$ cat src/rtl/regfile_wb_arbiter.sv
// Register-file write-back arbiter. It arbitrates two write-back requesters (ALU, multi-cycle unit)
// onto one registered write port, forwards same-cycle reads and counts committed writes.
// Ports: clk, rst (async, active-low), hold, req0_*/req1_* valid/addr/data/ready,
//        rf_we/rf_waddr/rf_wdata, raddr1/2, fwd_hit1/2, fwd_data1/2, wr_count.
// Config: define WBARB_ROUND_ROBIN_EN for round-robin conflicts (default: req0 has fixed priority).
module regfile_wb_arbiter (
    input  logic        clk,
    input  logic        rst,
    input  logic        hold,
    input  logic        req0_valid,
    input  logic [4:0]  req0_addr,
    input  logic [31:0] req0_data,
    output logic        req0_ready,
    input  logic        req1_valid,
    input  logic [4:0]  req1_addr,
    input  logic [31:0] req1_data,
    output logic        req1_ready,
    output logic        rf_we,
    output logic [4:0]  rf_waddr,
    output logic [31:0] rf_wdata,
    input  logic [4:0]  raddr1,
    input  logic [4:0]  raddr2,
    output logic        fwd_hit1,
    output logic        fwd_hit2,
    output logic [31:0] fwd_data1,
    output logic [31:0] fwd_data2,
    output logic [15:0] wr_count
);

    logic        last_grant;
    logic        gnt0;
    logic        gnt1;
    logic        accept;
    logic [4:0]  sel_addr;
    logic [31:0] sel_data;

    always_comb begin
        gnt0 = 1'b0;
        gnt1 = 1'b0;
        if (!hold) begin
            if (req0_valid && req1_valid) begin
`ifdef WBARB_ROUND_ROBIN_EN
                // Whoever did not win last time wins the conflict.
                gnt0 = last_grant;
                gnt1 = ~last_grant;
`else
                gnt0 = 1'b1;
`endif
            end else begin
                gnt0 = req0_valid;
                gnt1 = req1_valid;
            end
        end
    end

    assign req0_ready = gnt0;
    assign req1_ready = gnt1;
    assign accept     = gnt0 | gnt1;
    assign sel_addr   = gnt1 ? req1_addr : req0_addr;
    assign sel_data   = gnt1 ? req1_data : req0_data;

    always_ff @(posedge clk or negedge rst) begin
        if (!rst) begin
            rf_we      <= 1'b0;
            rf_waddr   <= 5'd0;
            rf_wdata   <= 32'd0;
            wr_count   <= 16'd0;
            last_grant <= 1'b1;
        end else begin
            // x0 writes are accepted but never reach the port.
            rf_we <= accept && (sel_addr != 5'd0);
            if (accept) begin
                rf_waddr   <= sel_addr;
                rf_wdata   <= sel_data;
                last_grant <= gnt1;
            end
            // The register file commits at the end of each cycle where rf_we is high.
            if (rf_we) begin
                wr_count <= wr_count + 16'd1;
            end
        end
    end

    assign fwd_hit1  = rf_we && (raddr1 == rf_waddr) && (raddr1 != 5'd0);
    assign fwd_hit2  = rf_we && (raddr2 == rf_waddr) && (raddr2 != 5'd0);
    assign fwd_data1 = fwd_hit1 ? rf_wdata : 32'd0;
    assign fwd_data2 = fwd_hit2 ? rf_wdata : 32'd0;

endmodule

$ cat config.mk
export PLATFORM = sky130hd
export DESIGN_NAME = regfile_wb_arbiter
export DESIGN_NICKNAME = d
export VERILOG_FILES = /design/src/rtl/regfile_wb_arbiter.sv
export SDC_FILE = /design/constraint.sdc
export NUM_CORES = 1
export LEC_CHECK = 0
export CAP_MARGIN = 15
export CORE_ASPECT_RATIO = 2
export CORE_UTILIZATION = 35
export DETAILED_ROUTE_END_ITERATION = 8
export PLACE_DENSITY = 0.86
export SLEW_MARGIN = 20
export SYNTH_ARGS = -nofsm -noshare
export SYNTH_HDL_FRONTEND = slang
export SYNTH_SLANG_ARGS = --single-unit
$ cat constraint.sdc
create_clock -name clk -period 2.47 [get_ports clk]
set_input_delay 0.494 -clock clk [delete_from_list [all_inputs] [get_ports clk]]
set_output_delay 0.494 -clock clk [all_outputs]
set_load 0.02 [all_outputs]
=== Word-level counts from Yosys, hierarchy flattened ===
Index checks and enable logic that the tools add are counted.

* Reductions and logical operators: 9
* Eq/ne operators: 2
* Bitwise operators: 1
* Mux-type cells: 8
* Add/sub/neg operators: 1

{| class="wikitable"
|+ Operators by type and width
! cell !! count
|-
| $mux 32 || 3
|-
| $add 16x1->16 const B || 1
|-
| $reduce_bool 5->1 || 3
|-
| $eq 5x5->1 || 2
|-
| $logic_and 1x1->1 || 6
|-
| $mux 5 || 1
|-
| $mux 1 || 4
|-
| $or 1x1->1 || 1
|}

* Bits in registers: 54
* Output and inout bits: 122

=== Longest topological paths before layout ===
Gate-level depths: netlist of the first run.

* Word-level depth: 6
* Mapped depth: 6
* Depth with buffers taken out: 5

=== Least setup slack after synthesis of the first run ===
Ideal clock, no wire load.

* Path type: register to output
* From: register rf_waddr[0]
* To: output fwd_data2[22]
* Required time: 1976 ps
* Arrival time: 1638 ps
* Path slack: 338 ps
* Path buffers: 1
* Stages on the path, launching flop included: 6
* Path through: dfrtp_1 or4_4 nand2_1 a211oi_2 buf_2 and2_1

* Word-level cells in the longest chain between the ends: 4

{| class="wikitable"
|+ Ends and longest elaborated chain
! element !! RTL line !! text
|-
| start: declaration || 19 || <nowiki>output logic [4:0] rf_waddr,</nowiki>
|-
| start signal: assignment || 73 || <nowiki>rf_waddr <= sel_addr;</nowiki>
|-
| $eq 5x5->1 || 85 || <nowiki>assign fwd_hit2 = rf_we && (raddr2 == rf_waddr) && (raddr2 != 5'd0);</nowiki>
|-
| $logic_and 1x1->1 (2 in series) || 85 ||
|-
| net fwd_hit2 || 24 || <nowiki>output logic fwd_hit2,</nowiki>
|-
| $mux 32 || 87 || <nowiki>assign fwd_data2 = fwd_hit2 ? rf_wdata : 32'd0;</nowiki>
|-
| end: declaration || 26 || <nowiki>output logic [31:0] fwd_data2,</nowiki>
|}

The timed path passes the listed nets, and every way through them passes these cells.

=== Final worst setup path of the first run ===
* From: register rf_waddr[2]
* To: output fwd_data1[31]

* Word-level cells in the longest chain between the ends: 4

{| class="wikitable"
|+ Ends and longest elaborated chain
! element !! RTL line !! text
|-
| $eq 5x5->1 || 84 || <nowiki>assign fwd_hit1 = rf_we && (raddr1 == rf_waddr) && (raddr1 != 5'd0);</nowiki>
|-
| $logic_and 1x1->1 (2 in series) || 84 ||
|-
| $mux 32 || 86 || <nowiki>assign fwd_data1 = fwd_hit1 ? rf_wdata : 32'd0;</nowiki>
|-
| end: declaration || 25 || <nowiki>output logic [31:0] fwd_data1,</nowiki>
|}

No other way between the ends.

==> results of run 1 <==
==> synth_stat cells, types with 4 or more instances <==
| cell type | count | share of area |
|---|---|---|
| sky130_fd_sc_hd__and2_1 | 66 | 0.14 |
| sky130_fd_sc_hd__dfrtp_1 | 54 | 0.46 |
| sky130_fd_sc_hd__nand2_1 | 48 | 0.061 |
| sky130_fd_sc_hd__a22oi_1 | 37 | 0.094 |
| sky130_fd_sc_hd__o21ai_0 | 37 | 0.062 |
| sky130_fd_sc_hd__xnor2_1 | 19 | 0.056 |
| sky130_fd_sc_hd__clkbuf_1 | 15 | 0.019 |
| sky130_fd_sc_hd__nor2_1 | 8 | 0.010 |
| sky130_fd_sc_hd__nand3_1 | 6 | 0.010 |
| sky130_fd_sc_hd__nand4_1 | 6 | 0.013 |
| sky130_fd_sc_hd__buf_2 | 4 | 0.0068 |
| sky130_fd_sc_hd__xor2_1 | 4 | 0.012 |
==> state kept, by name (all words and copies together), names as in the netlist <==
register  flops
wr_count     16
rf_wdata     32
rf_waddr      5
rf_we         1
==> worst max-delay path, stage by stage, from the launching register on <==
cell and delay, ns:
sky130_fd_sc_hd__dfrtp_2 0.40, sky130_fd_sc_hd__or4_4 0.55, sky130_fd_sc_hd__a21oi_4 0.19, sky130_fd_sc_hd__nor3_4 0.07
sky130_fd_sc_hd__buf_6 0.13, sky130_fd_sc_hd__buf_6 0.13, sky130_fd_sc_hd__and2_4 0.16, sky130_fd_sc_hd__buf_6 0.12
==> final timing paths <==
kind                              start       endpoint  slack, ns  depth (start not counted)
setup / recovery            rf_waddr[2]  fwd_data1[31]      -0.07                          7
hold / removal                      rst    wr_count[1]       0.22                          1
setup reg to reg                  rf_we   wr_count[11]       0.78                          5
hold reg to reg            wr_count[15]   wr_count[15]       0.49                          1
max in group asynchronous           rst    wr_count[2]       1.66                          2
min in group clk           wr_count[15]   wr_count[15]       0.49                          1
==> cell families after synthesis <==
| kind of cell | synth area share |
|---|---|
| AOI/OAI and AO/OA | 0.172 |
| muxes | 0.00380 |
| adders and majority gates | 0.00422 |
| and+or+nand+nor | 0.254 |
| xor gates and xnor gates | 0.0680 |
| DFF | 0.456 |
| buffers and inverters | 0.0422 |
==> cell type report <==
type / instances / area (µm²)
Clock buffer: 7 / 143
Inverter: 3 / 11.3
Fill cell: 584 / 2380
Multi-Input combinational cell: 248 / 1730
Tap cell: 98 / 123
Antenna cell: 1 / 2.50
Sequential cell: 54 / 1360
Timing Repair Buffer: 239 / 2490
Clock inverter: 1 / 5.00
==> cells in the final DEF (no fill, tap or decap), drive strengths merged, types with 2 or more instances in the layout <==
| cell type | count |
|---|---|
| dlymetal6s2s | 7 |
| nand2 | 48 |
| inv | 3 |
| nand4 | 6 |
| a21oi | 2 |
| buf | 95 |
| nor2 | 8 |
| nor3 | 3 |
| dfrtp | 54 |
| nand3 | 6 |
| xnor2 | 19 |
| a22oi | 37 |
| nor2b | 3 |
| xor2 | 4 |
| clkdlybuf4s50 | 135 |
| o21ai | 38 |
| and2 | 66 |
| clkbuf | 8 |
==> through the flow <==
stage | utilization | instances | cell area [µm²]
finish | 0.711 | 651 | 5860
global placement | 0.638 | 631 | 5250
global route | 0.711 | 651 | 5860
CTS | 0.696 | 651 | 5730
detailed placement | 0.638 | 631 | 5250
floorplan | - | 328 | 2960
==> repair_timing <==
item | CTS | global route
gates cloned | 4 | 1
hold endpoints to repair | 0 | 0
buffers inserted | 8 | 0
pin swaps | 8 | 5
setup endpoints to repair | 66 | 67
gates resized for setup | 448 | 40
==> power by group through the flow <==
| stage | Combinational, mW | Sequential [mW] | Clock (mW) |
|---|---|---|---|
| detailed placement | 0.935 | 1.18 | 0 |
| global placement | 0.918 | 1.17 | 0 |
| floorplan | 0.250 | 1.30 | 0 |
| CTS | 0.980 | 1.17 | 0.722 |
| global route | 1.07 | 1.19 | 0.755 |
| finish | 1.01 | 1.18 | 0.702 |
==> layer usage <==
layer / up-vias / wire [µm] / track usage
met3: 45 / 714 / 0.0363
met1: 1645 / 3950 / 0.256
met5: - / 0 / 0
met4: 0 / 688 / 0.157
met2: 199 / 6840 / 0.501
li1: 1562 / - / -
==> results.txt, run 1 <==
* Run status: finished with violations
- Failing checks: negative setup slack
- The initial antenna violation count came to 1.
* Net count, final: 641
- Of the cells placed in the final design, the portion with a size suffix greater than 1 is 0.321.
- For this design, the sink count on the clock tree is 54.
- Number of instances in the synthesized netlist: 328
- Clock slew at the register clock pins of the worst setup and hold paths: 0.06 ns
- The pre-antenna-repair detailed-routing pass consisted of 4 iterations.
- Number of max-cap violations: 0
* Std cell rows: 47
- Final slew viol count: 0
- The most used flip-flop cell after synthesis is sky130_fd_sc_hd__dfrtp_1.
- The H-tree was split into 2 levels.
- In the finished design, the share of the clock period the worst path needs comes to 1.03.
- Clock latency on the worst-skew pair, taken at its later pin, is 0.29 ns.
- Counting flops with an async set or reset pin after synthesis yields a share of 1.00.
- Of the total power, registers draw 0.408.
- IR analysis of the VDD net gives a maximum drop of 0.366 mV.
- The completed layout was analyzed and its total power is 2.89 mW.
- Share of the yosys chip area belonging to registers: 0.456
- Clk pwr share: 0.243
* TritonCTS buffer count: 5
* DPL Wire Length: 8380 µm
- Worst setup SP type: flop
- Yosys mapped a number of flops with a built-in enable equal to 0.
* Die span in y: around 130 µm
* Share of total power consumed by net switching: 0.325
- The floorplan step defined a die boundary enclosing a little under 9000 µm².
- After detailed routing, the average wire length per cell comes to 18.7 µm.
- TritonCTS built the clock tree.
* Aggregate routed wire length: 12200 µm
- Total GRT Usage: 0.267
- Drt drc: 0
- The final hold violation count was 0.
* Area inside the core boundary: 8230 µm²
- Total gr overflow: 0
- Net load switching power: 0.940 mW
* Count of buffers inserted at the top-level ports: 210
- Setup repair after global routing could not meet its margin everywhere.
* Via count normalized by instance count: 5.30
- Largest fanout on the critical path: 6
- STA classifies the critical path endpoint as a primary output.
- Average footprint of a synthesized cell: 9.04 µm²
* First-pass GRT wire length: 17600 µm
* Worst Max-Slew Pin Slew: 0.632 ns
- Internal cell power: around 2.0 mW
- Maximum buffer depth of the clock tree: 2
- For the worst setup path, the data required time is 1.98 ns.
- Counting every net in the synthesized netlist gives 418.
* Count of routing violations after the opening detailed-route iteration: 139
- Between clock sinks in the finished design, the worst skew comes to about 0.0059 ns.
- Final RePlAce weighted congestion: 0.886
- Summed over all cells, the static leakage comes to 2.61 nW.
- F_max: ~390 MHz
- Final worst setup slack: -0.0679 ns
* Worst slack at placement: -0.574 ns
* Remaining antenna violation count: 0
- Synthesis instantiated 29 different standard cells from the library.
- Start-to-end type of the worst setup path: reg2out
- Final min period: ~2.5 ns
* Arr. time, crit path: roughly 2 ns
- Vias after detailed routing: 3451
- Power per cell area: 494 nW/µm²
- The floorplan step set the die width to 67.1 µm.
- The min-delay analysis places its worst path in the category in2async.
* Vias in the first global route: 3519
- Logic pwr share: 0.350
* Synthesized area: ~3000 µm²
- FF+latch count, synth: 54
- The Yosys step of the flow raised 0 warnings.
* Finish-stage setup viols: 42
* Hold buffer count at CTS: 0
* Hold_ws: 0.222 ns
- Entering global routing, the biggest net connects 37 pins.
- Effective utilization at floorplan: 0.360
- Root buffer selected by CTS: sky130_fd_sc_hd__clkbuf_16
- Normalized max-slew margin: 0.579
- Total I/O pin count: 211
- Setup total negative slack on the finished layout was measured at -1.60 ns.
- Area added between synthesis and finish: 97.6%
(Power assumes the default switching activity.)
==> run 2, diff against run 1 <==
Settings changed: GPL_ROUTABILITY_DRIVEN set to 0.
Clock period 2.47 ns to 2.8 ns, I/O delays scaled along.
==> results.txt, run 2 (synthesized netlist as in run 1, its figures left out) <==
- Biggest register: rf_wdata
- Remaining antenna violation count: 0 (unchanged)
- The setup-violating endpoint count in the final report came to 0 (-100%).
- Post-placement cell count: 625 (-0.95%)
- Power per cell area: 488 nW/µm² (-1.3%)
* Filler-free cell count of the finished design: 634 (-2.6%)
* Static leakage: 2.27 nW (-13%)
* DPL Wire Length: 8310 µm (-0.85%)
* RSZ-0062 raised after global routing: no
- Max stage delay on crit path: 0.54 ns (about the same)
- The required time of the critical path is 2.24 ns (+0.26 ns).
* Worst setup SP type: flop
* Horiz. Die Dim: 67.1 µm (unchanged)
- The number of cells on the critical path was 6 (-1).
- The initial antenna violation count is 0 (-1).
* Run status: complete, no violations
- Timing would allow up to approximately 370 MHz.
* Largest fanout on the critical path: 13 (+7)
* Area inside the core boundary: 8230 µm² (unchanged)
* Vias in the first global route: 3321 (-5.6%)
* Final hold violations: 0 (unchanged)
- Traced cell by cell, the critical path runs through or4_4 -> a21oi_2 -> nor3_4 -> buf_6 -> and2_1 -> clkdlybuf4s15_1.
- The initial core utilization is 0.360 (unchanged).
- Registers with the highest flip-flop counts: rf_wdata x32, wr_count x16, rf_waddr x5
- In this run the critical register-to-register path is launched from rf_we.
- The depth of the most critical reg-to-reg path was 4 (-1).
* Aggregate routed wire length: 10700 µm (-12%)
- The global-route wire length before repair came to 16100 µm (-8.3%).
- The area growth from synthesis to layout is 74.3%.
- The number of buffers added by the clock tree synthesis step is 5 (unchanged).
- The detailed-route DRC error count was 0 (unchanged).
* Worst Max-Slew Pin Slew: 0.894 ns (+0.262 ns)
- Leaving out fill and tap cells, the most frequent cells in the layout are sky130_fd_sc_hd__clkdlybuf4s50_1 (143), sky130_fd_sc_hd__and2_1 (65), sky130_fd_sc_hd__dfrtp_1 (53).
- The via count was 3321 (-3.8%).
- The worst-skew pair later-pin latency was 0.29 ns (about the same).
* Root buffer selected by CTS: sky130_fd_sc_hd__clkbuf_16
* Class of the most critical hold timing path: in2async
- The worst-case setup margin in the final layout was 0.119 ns (+0.187 ns).
- Total gr overflow: 0 (unchanged)
- Worst slack at placement: -0.359 ns (+0.215 ns)
- Among cell families on the critical path, the largest total delay comes from simple AND/OR/NAND/NOR gates.
- The number of clock sinks seen by CTS came to 54 (unchanged).
* Worst-case register-to-register setup slack: 1.19 ns (+0.41 ns)
* Number of detailed-route iterations in the first pass: 6 (+2)
- The number of DRC violations after detailed-routing iteration 0 came to 160 (+15%).
- The number of buffers on the longest clock path was 2 (unchanged).
- The critical path is of the reg2out type.
* H-Tree Level Count: 2 (unchanged)
- Clock slew at the register clock pins of the worst setup and hold paths: 0.07 ns (about the same)
- The count of input and output buffers is 210 (unchanged).
* Layout cells sized above 1: 0.162 (-0.158)
- The die extent in y was 132 µm (unchanged).
- Final worst clock skew: 0.00260 ns (-0.00331 ns)
- Final min period: 2.68 ns
- Total GRT Usage: 0.242 (-0.0252)
* CP max stage cell: sky130_fd_sc_hd__or4_4
* Std cell rows: 47 (unchanged)
- Pin count of the biggest net entering global routing: 41 (+11%)
- The count of buffer and inverter cells on the critical path came to 2 (-1).
* Final slew viol count: 0 (unchanged)
- Endpoint of the worst setup timing path: fwd_data1[8]
- TritonCTS built the clock tree.
* Portion of the clock cycle consumed by the worst path in the final layout: 0.958
* Start point of the critical path: rf_waddr[1]
- The maximum VDD drop came to 0.304 mV (-17%).
- Wire per inst: 16.9 µm (-9.9%)
* Overall die area: 8860 µm² (unchanged)
- Normalized max-slew margin: 0.404 (-0.175)
- The worst register-to-register path ends at wr_count[15].
* Antenna cell count: 0 (-1)
- Kind of capture point of the worst setup path: primary output
- Total Negative Setup Slacks: 0 ns (+1.60 ns)
* Leading cell type in the layout, fill and taps excluded: sky130_fd_sc_hd__clkdlybuf4s50_1
- Largest register FFs: 32 (unchanged)
- The number of top-level pins came to 211 (unchanged).
- The critical path data arrival time is 2.12 ns (+0.08 ns).
- The number of nets in the layout was 625 (-2.5%).
* Via count normalized by instance count: 5.24 (-1.2%)
- The max-capacitance violation count came to 0 (unchanged).
run 2: cell types whose count changed in the layout (fill, tap and decap cells not counted), sizes merged, moves of 7 or more:
cell           change
clkdlybuf4s50      +8
clkdlybuf4s15      +8
clkbuf            +39
buf               -65
dlymetal6s2s       -7
run 2: worst min path at each step:
stage	startpoint	end	slack, ns	depth (start not counted)
4_1_cts	rst	wr_count[0]	0.42	1
3_5_place_dp	wr_count[15]	wr_count[15]	0.49	1
2_1_floorplan	rst	rf_waddr[0]	0.26	0
5_1_grt	rst	wr_count[0]	0.48	1
6_report	rst	wr_count[0]	0.39	1
3_3_place_gp	wr_count[15]	wr_count[15]	0.46	1
run 2: stage by stage:
step | utilization | hold slack (ns) | cell area [µm²] | power [mW]
finish | 0.628 | 0.394 | 5170 | 2.52
global route | 0.628 | 0.482 | 5170 | 2.64
CTS | 0.652 | 0.418 | 5370 | 2.55
detailed placement | 0.631 | 0.488 | 5190 | 1.86
global placement | 0.631 | 0.462 | 5190 | 1.83
floorplan | - | 0.264 | 2960 | 1.37
run 2: final cells by class:
class | count | area [µm²]
Fill cell | 711 | 3070
Timing Repair Buffer | 223 | 2010
Multi-Input combinational cell | 248 | 1510
Sequential cell | 54 | 1350
Clock buffer | 7 | 133
Tap cell | 98 | 123
Clock inverter | 1 | 30.0
Inverter | 3 | 11.3
run 2: what timing repair did:
| action | CTS | global route |
|---|---|---|
| cloned | 1 | 0 |
| endpoints found under the setup margin | 66 | 64 |
| pin swaps | 2 | 1 |
| buffers inserted | 2 | 0 |
| hold buffers | 0 | 0 |
| resized for setup | 173 | 62 |
run 2: layer usage:
metal  vias to the layer above  global-route usage  routed length [µm]
met3                        26              0.0467                 675
met5                         -                   0                   0
met2                       170               0.453                5860
met4                         0               0.115                 403
li1                       1531                   -                   -
met1                      1594               0.237                3760
run 2: power breakdown:
| part | internal, mW | switching [mW] |
|---|---|---|
| clock network | 0.423 | 0.259 |
| logic | 0.423 | 0.378 |
| registers | 0.892 | 0.144 |
